$ cat src/rtl/fifo_reader.sv
// Drain-side controller for the synchronous FIFO: issues reads, absorbs the one-cycle
// read latency in a 3-entry skid buffer and presents a framed valid/ready stream.
module fifo_reader #(
    parameter int DATA_WIDTH = 8,
    parameter int FRAME_LEN  = 4,
    parameter int CNT_WIDTH  = 16
) (
    input  logic                  clk,
    input  logic                  reset,
    input  logic                  enable_i,
    input  logic                  fifo_empty_i,
    input  logic [DATA_WIDTH-1:0] fifo_data_i,
    output logic                  fifo_ren_o,
    output logic [DATA_WIDTH-1:0] m_data_o,
    output logic                  m_valid_o,
    output logic                  m_last_o,
    input  logic                  m_ready_i,
    output logic [CNT_WIDTH-1:0]  frames_o,
    output logic                  busy_o
);

    localparam logic [7:0] LAST_BEAT = 8'(FRAME_LEN - 1);

    logic                  pend;
    logic [1:0]            occ;
    logic [1:0]            wr_ptr;
    logic [1:0]            rd_ptr;
    logic [7:0]            beat_cnt;
    logic [DATA_WIDTH-1:0] buf_mem [3];
    logic [2:0]            inflight;
    logic                  pop;

    function automatic logic [1:0] ptr_next(input logic [1:0] p);
        return (p == 2'd2) ? 2'd0 : p + 2'd1;
    endfunction

    // Reads are gated only by registered occupancy, never by m_ready_i,
    // so the downstream ready has no combinational path to the FIFO.
    assign inflight   = {1'b0, occ} + {2'b0, pend};
    assign fifo_ren_o = ~reset & enable_i & ~fifo_empty_i & (inflight < 3'd3);

    assign m_valid_o = (occ != 2'd0);
    assign m_last_o  = m_valid_o & (beat_cnt == LAST_BEAT);
    assign busy_o    = pend | m_valid_o;
    assign pop       = m_valid_o & m_ready_i;

    always_comb begin
        m_data_o = buf_mem[0];
        case (rd_ptr)
            2'd1:    m_data_o = buf_mem[1];
            2'd2:    m_data_o = buf_mem[2];
            default: m_data_o = buf_mem[0];
        endcase
    end

    always_ff @(posedge clk or posedge reset) begin
        if (reset) begin
            pend     <= 1'b0;
            occ      <= 2'd0;
            wr_ptr   <= 2'd0;
            rd_ptr   <= 2'd0;
            beat_cnt <= 8'd0;
            frames_o <= '0;
            for (int i = 0; i < 3; i++) buf_mem[i] <= '0;
        end else begin
            pend <= fifo_ren_o;
            if (pend) begin
                for (int i = 0; i < 3; i++)
                    if (wr_ptr == 2'(i)) buf_mem[i] <= fifo_data_i;
                wr_ptr <= ptr_next(wr_ptr);
            end
            if (pop) rd_ptr <= ptr_next(rd_ptr);
            case ({pend, pop})
                2'b10:   occ <= occ + 2'd1;
                2'b01:   occ <= occ - 2'd1;
                default: occ <= occ;
            endcase
            if (pop) begin
                if (m_last_o) begin
                    beat_cnt <= 8'd0;
                    frames_o <= frames_o + CNT_WIDTH'(1);
                end else begin
                    beat_cnt <= beat_cnt + 8'd1;
                end
            end
        end
    end

endmodule

$ cat config.mk
export PLATFORM = sky130hd
export DESIGN_NAME = fifo_reader
export DESIGN_NICKNAME = d
export VERILOG_FILES = /design/src/rtl/fifo_reader.sv
export SDC_FILE = /design/constraint.sdc
export NUM_CORES = 1
export LEC_CHECK = 0
export CAP_MARGIN = 25
export CORE_AREA = 4 4 76 64
export DETAILED_ROUTE_END_ITERATION = 8
export DIE_AREA = 0 0 80 68
export DONT_BUFFER_PORTS = 1
export GPL_TIMING_DRIVEN = 0
export PLACE_DENSITY = 0.77
export SLEW_MARGIN = 20
export SYNTH_ARGS = -nofsm -noshare
export SYNTH_HDL_FRONTEND = slang
export SYNTH_SLANG_ARGS = --single-unit
$ cat constraint.sdc
create_clock -name clk -period 2.5 [get_ports clk]
set_input_delay 0.125 -clock clk [delete_from_list [all_inputs] [get_ports clk]]
set_output_delay 0.125 -clock clk [all_outputs]
set_load 0.01 [all_outputs]
; ---- Word-level counts from Yosys, hierarchy flattened
; Cells that the tools add are included.
[word_totals]
mem_bits_ro = 0
inputBits = 13
memories = 0
ram_bits = 0
latch_bits = 0
register_bits = 55
out_inout_bits = 28
[classes]
magnitude_cmp = 1
n_div = 0
eq_ne = 7
bitwise_logic = 8
n_shift = 0
n_addsub = 7
multipliers = 0
mux = 5
n_reduce_logical = 7
[ops]
columns = cell, n
row1 = $add 16x1->16 const B, 1
row2 = $pmux 8 s2, 1
row3 = $add 8x1->8 const B, 1
row4 = $eq 8x2->1 const B, 1
row5 = $mux 8, 1
row6 = $reduce_and 2->1, 4
row7 = $add 2x1->2 const B, 3
row8 = $eq 2x1->1 const B, 3
row9 = $eq 2x2->1 const B, 3
row10 = $and 1x1->1, 5
row11 = $mux 2, 2
row12 = $pmux 2 s2, 1
row13 = $reduce_bool 2->1, 2
row14 = $add 2x1->3, 1
row15 = $lt 3x2->1 const B, 1
row16 = $logic_not 2->1, 1
row17 = $not 1->1, 2
row18 = $sub 2x1->2 const B, 1
row19 = $or 1x1->1, 1

; ---- Depth between registers and ports, before layout
[logic_depth]
ltp_word = 4
depth_mapped = 6
mapped_depth_nobuf = 6

; ---- Least setup slack after synthesis
; OpenSTA, ideal clock, no wires.
[synth_timing]
path_kind = register to register
startpoint = reg beat_cnt[0]
endpoint = reg frames_o[1]
period_less_slack_ps = 2042
slack_ps = 458
setup_time_ps = 125
stages_incl_launch_ff = 5
arrival_time_ps = 1917
cell_sequence = dfrtp_1 > ha_1 > or3b_2 > nor3_1 > mux2_2
[synth_via]
elab_chain_cells = 3
[synth_lines]
columns = item, line_no
row1 = "start, declared", 28  ; logic [7:0] beat_cnt;
row2 = "start signal, assigned", 83  ; beat_cnt <= beat_cnt + 8'd1;
row3 = $eq 8x2->1, 43  ; assign m_last_o = m_valid_o & (beat_cnt == LAST_BEAT);
row4 = $and 1x1->1, 43
row5 = $reduce_and 2->1 (no line), n/a
row6 = "end signal, assigned", 81  ; frames_o <= frames_o + CNT_WIDTH'(1);
row7 = "end, declared", 18  ; output logic [CNT_WIDTH-1:0] frames_o,
; Every way passes these cells.
; A chain may end at the register's enable or synchronous reset.

; ---- Worst setup path in the final report
[layout_timing]
startpoint = reg rd_ptr[0]
endpoint = out m_data_o[0]
[layout_via]
elab_chain_cells = 2
word_cells_on_any_way = 3
[layout_lines]
columns = item, line_no
row1 = "start, declared", 27  ; logic [1:0] rd_ptr;
row2 = "start signal, assigned", 72  ; if (pop) rd_ptr <= ptr_next(rd_ptr);
row3 = $eq 2x2->1 / $eq 2x1->1 (equally long branches), 49  ; case (rd_ptr)
row4 = $pmux 8 s2 *, 49
row5 = "end, declared", 14  ; output logic [DATA_WIDTH-1:0] m_data_o,
; Every way passes the cells marked *; elsewhere a longest branch is shown, timed or not.

==> metrics.cfg <==
[cells_and_area]
fill_cells=306
design_area_um2=2795
fin_nets=252
num_antenna_cells=0
area_growth_pct=11.87
stdcell_count=288
drive_gt1_share_pct=17.32

[grt]
grt_first_pass_wirelength_um=8514
grt.total_usage_pct=20.73
overflow=0
grt_max_degree=33
antenna_found_initial=0
first_global_vias=1787

[worst_setup_path]
reg2reg_depth=6
cp.required_ps=2380
setup.worst_path.end_class=primary output
critPathKind=reg2out
cp_slowest_cell=clkbuf_1
cp_slowest_stage_delay_ps=450
worstPathArrival_ps=2210
crit_top_cell=clkbuf_1
cp_max_fo=10
cp_cell_sequence=inv_1 -> ha_1 -> clkbuf_1 -> clkbuf_1 -> nor2_1 -> a21oi_1
cp-start-kind=flop

[cts]
cts_max_path_buffers=2
cts_htree_levels=2
clockRootBuffer=clkbuf_8
clock_latency_ps=300
path_clk_slew_ps=100
cts_tree=done
cts_sinks=55
numCtsBuffers=5

[synthesis]
synthMostInstantiatedCell=dfrtp_1
ys.flop_type=dfrtp_1
ys_seq_area_share_pct=55.08
synth_compound_area_share_pct=5.608
async_reset_ff_share_pct=100.0
syn_inst=212
synth.largest_area_cell=dfrtp_1
synth_fa_ha_area_share_pct=4.507
yosys.area_share.simple_pct=12.87
synth_commonest_cells=dfrtp_1, mux2_2, xnor2_1, nor2_1, nand2_1
netlist_top_cells_area=dfrtp_1, mux2_2, xnor2_1, ha_1, xor2_1
ys_warn_count=0
syn-num-nets=234
synth_top_area_share_pct=55.08
synth_xor_area_share_pct=8.413
syn_area_per_cell_um2=11.79
synthMuxAreaShare_pct=11.27
synth_top_family_by_area=simple AND/OR/NAND/NOR gates
synth.distinct_cells=27
synth_area_um2=2499
synth_edf_count=0
ys_ff_latch=55

[timing]
setup_violations=0
finalCritPeriodShare_pct=93.25
hold_violations=0
clock_skew_ps=10.67
period_minus_slack_ps=2331
drv_slew=0
max_freq_mhz=429.0
holdWs_ps=44.31
fin_tns_setup_ps=0
slew_headroom_pct=46.68
setup_ws_ps=168.8
rsz0062_at_grt=no
tightest_slew_ps=795.5

[pwr]
vdd_drop_max_v=0.0006838
power_density_nw_per_um2=1081
leakage_nw=1.249

[status]
status=finished clean

[placement]
dp.cells=270
io_buffers=0
postPlaceCellArea_um2=2595
dp_slack_ps=263.1
finalWeightedCongestion=0.8636
dp_hpwl_um=3598

[floorplan]
io_pins=41
die_area_um2=5440
rows=21
fp.coreArea_um2=4099
die_height_um=68
initial_utilization_pct=60.96
die_w_um=80

[drt]
firstDrtPassIters=4
drt_iter0_drc=74
wl_um=4949
via_per_inst=5.698
ant_nets=0
wire_per_inst_um=17.18
drc_errors=0
num_vias=1641

[flow_run]
drv_cap=0

[hold_path]
hold_depth=3
hold_class=in2reg

## kinds of logic (layout without fill, tap and decap cells)
logic type / after synthesis / count (layout)
AOI/OAI and AO/OA: 23 / 23
xor gates and xnor gates: 24 / 24
adders and majority gates: 9 / 9
buffers and inverters: 15 / 34
DFF: 55 / 55
muxes: 25 / 25
and+or+nand+nor: 61 / 61
## layer usage
metal / global-route usage [%] / part of all wire (%) / vias up
li1: - / - / 778
met1: 26.01 / 45 / 821
met2: 35.74 / 49 / 35
met3: 5.000 / 4.8 / 7
met4: 6.751 / 1.1 / 0
met5: 0 / 0 / -
## critical path: cells and delay by family (launching register included)
kind	cells	cell delay (ps)
buf+inv	3	860
flops	1	410
fa+ha+maj	1	280
compound gates	1	280
simple gates	1	70
## repair_timing
item,CTS,global route
hold endpoints to repair,48,0
setup buffers,0,0
hold buffers,10,0
endpoints found under the setup margin,0,2
gates resized for setup,0,1
## cell usage in the layout, fill, tap and decap left out, types with 3 or more instances in the layout
cell,instances
clkbuf_8,6
nor3_1,3
nor2_1,13
xor2_1,8
dfrtp_1,55
nor4_1,3
xnor2_1,16
a22oi_1,8
mux2_2,25
dlygate4sd3_1,10
clkbuf_1,6
and3_1,4
nand2_1,12
a21oi_1,9
nand3_1,10
ha_1,9
inv_1,7
o21ai_0,3
nand4_1,7
## final cells by class
class,count,area [um^2],area share (%)
Sequential cell,55,1376,49.24
Multi-Input combinational cell,142,1076,38.50
Timing Repair Buffer,11,120.1,4.297
Clock buffer,7,86.33,3.089
Tap cell,57,71.32,2.551
Inverter,9,33.78,1.209
Buffer,6,22.52,0.8057
Clock inverter,1,8.758,0.3133
## path summary, 6_finish.rpt
| path | from | to | slack [ps] |
|---|---|---|---|
| worst max-delay path | rd_ptr[0] | m_data_o[0] | 170 |
| worst min-delay path | fifo_empty_i | pend | 40 |
| worst max register to register | occ[0] | occ[1] | 270 |
| worst min register to register | beat_cnt[7] | beat_cnt[7] | 490 |
| max in group asynchronous | reset | beat_cnt[7] | 1610 |
| min in group asynchronous | reset | buf_mem[10] | 330 |
## through the flow
stage               utilization, %  power [mW]
floorplan                        -       2.237
global placement             62.70       2.411
global route                 68.19       3.241
CTS                          68.07       3.030
finish                       68.19       3.021
detailed placement           63.31       2.521
## flip-flops by register name, indices dropped and copies added, names as in the netlist
name and cells:
wr_ptr 2, beat_cnt 8, rd_ptr 2, occ 2, frames_o 16, pend 1, buf_mem 24
## report_power, final
group	internal [mW]	total (mW)	switching [mW]
logic	0.453	1.09	0.635
registers	1.19	1.43	0.239
clock network	0.227	0.502	0.274
Note: power is estimated with default switching activity, not from simulation.
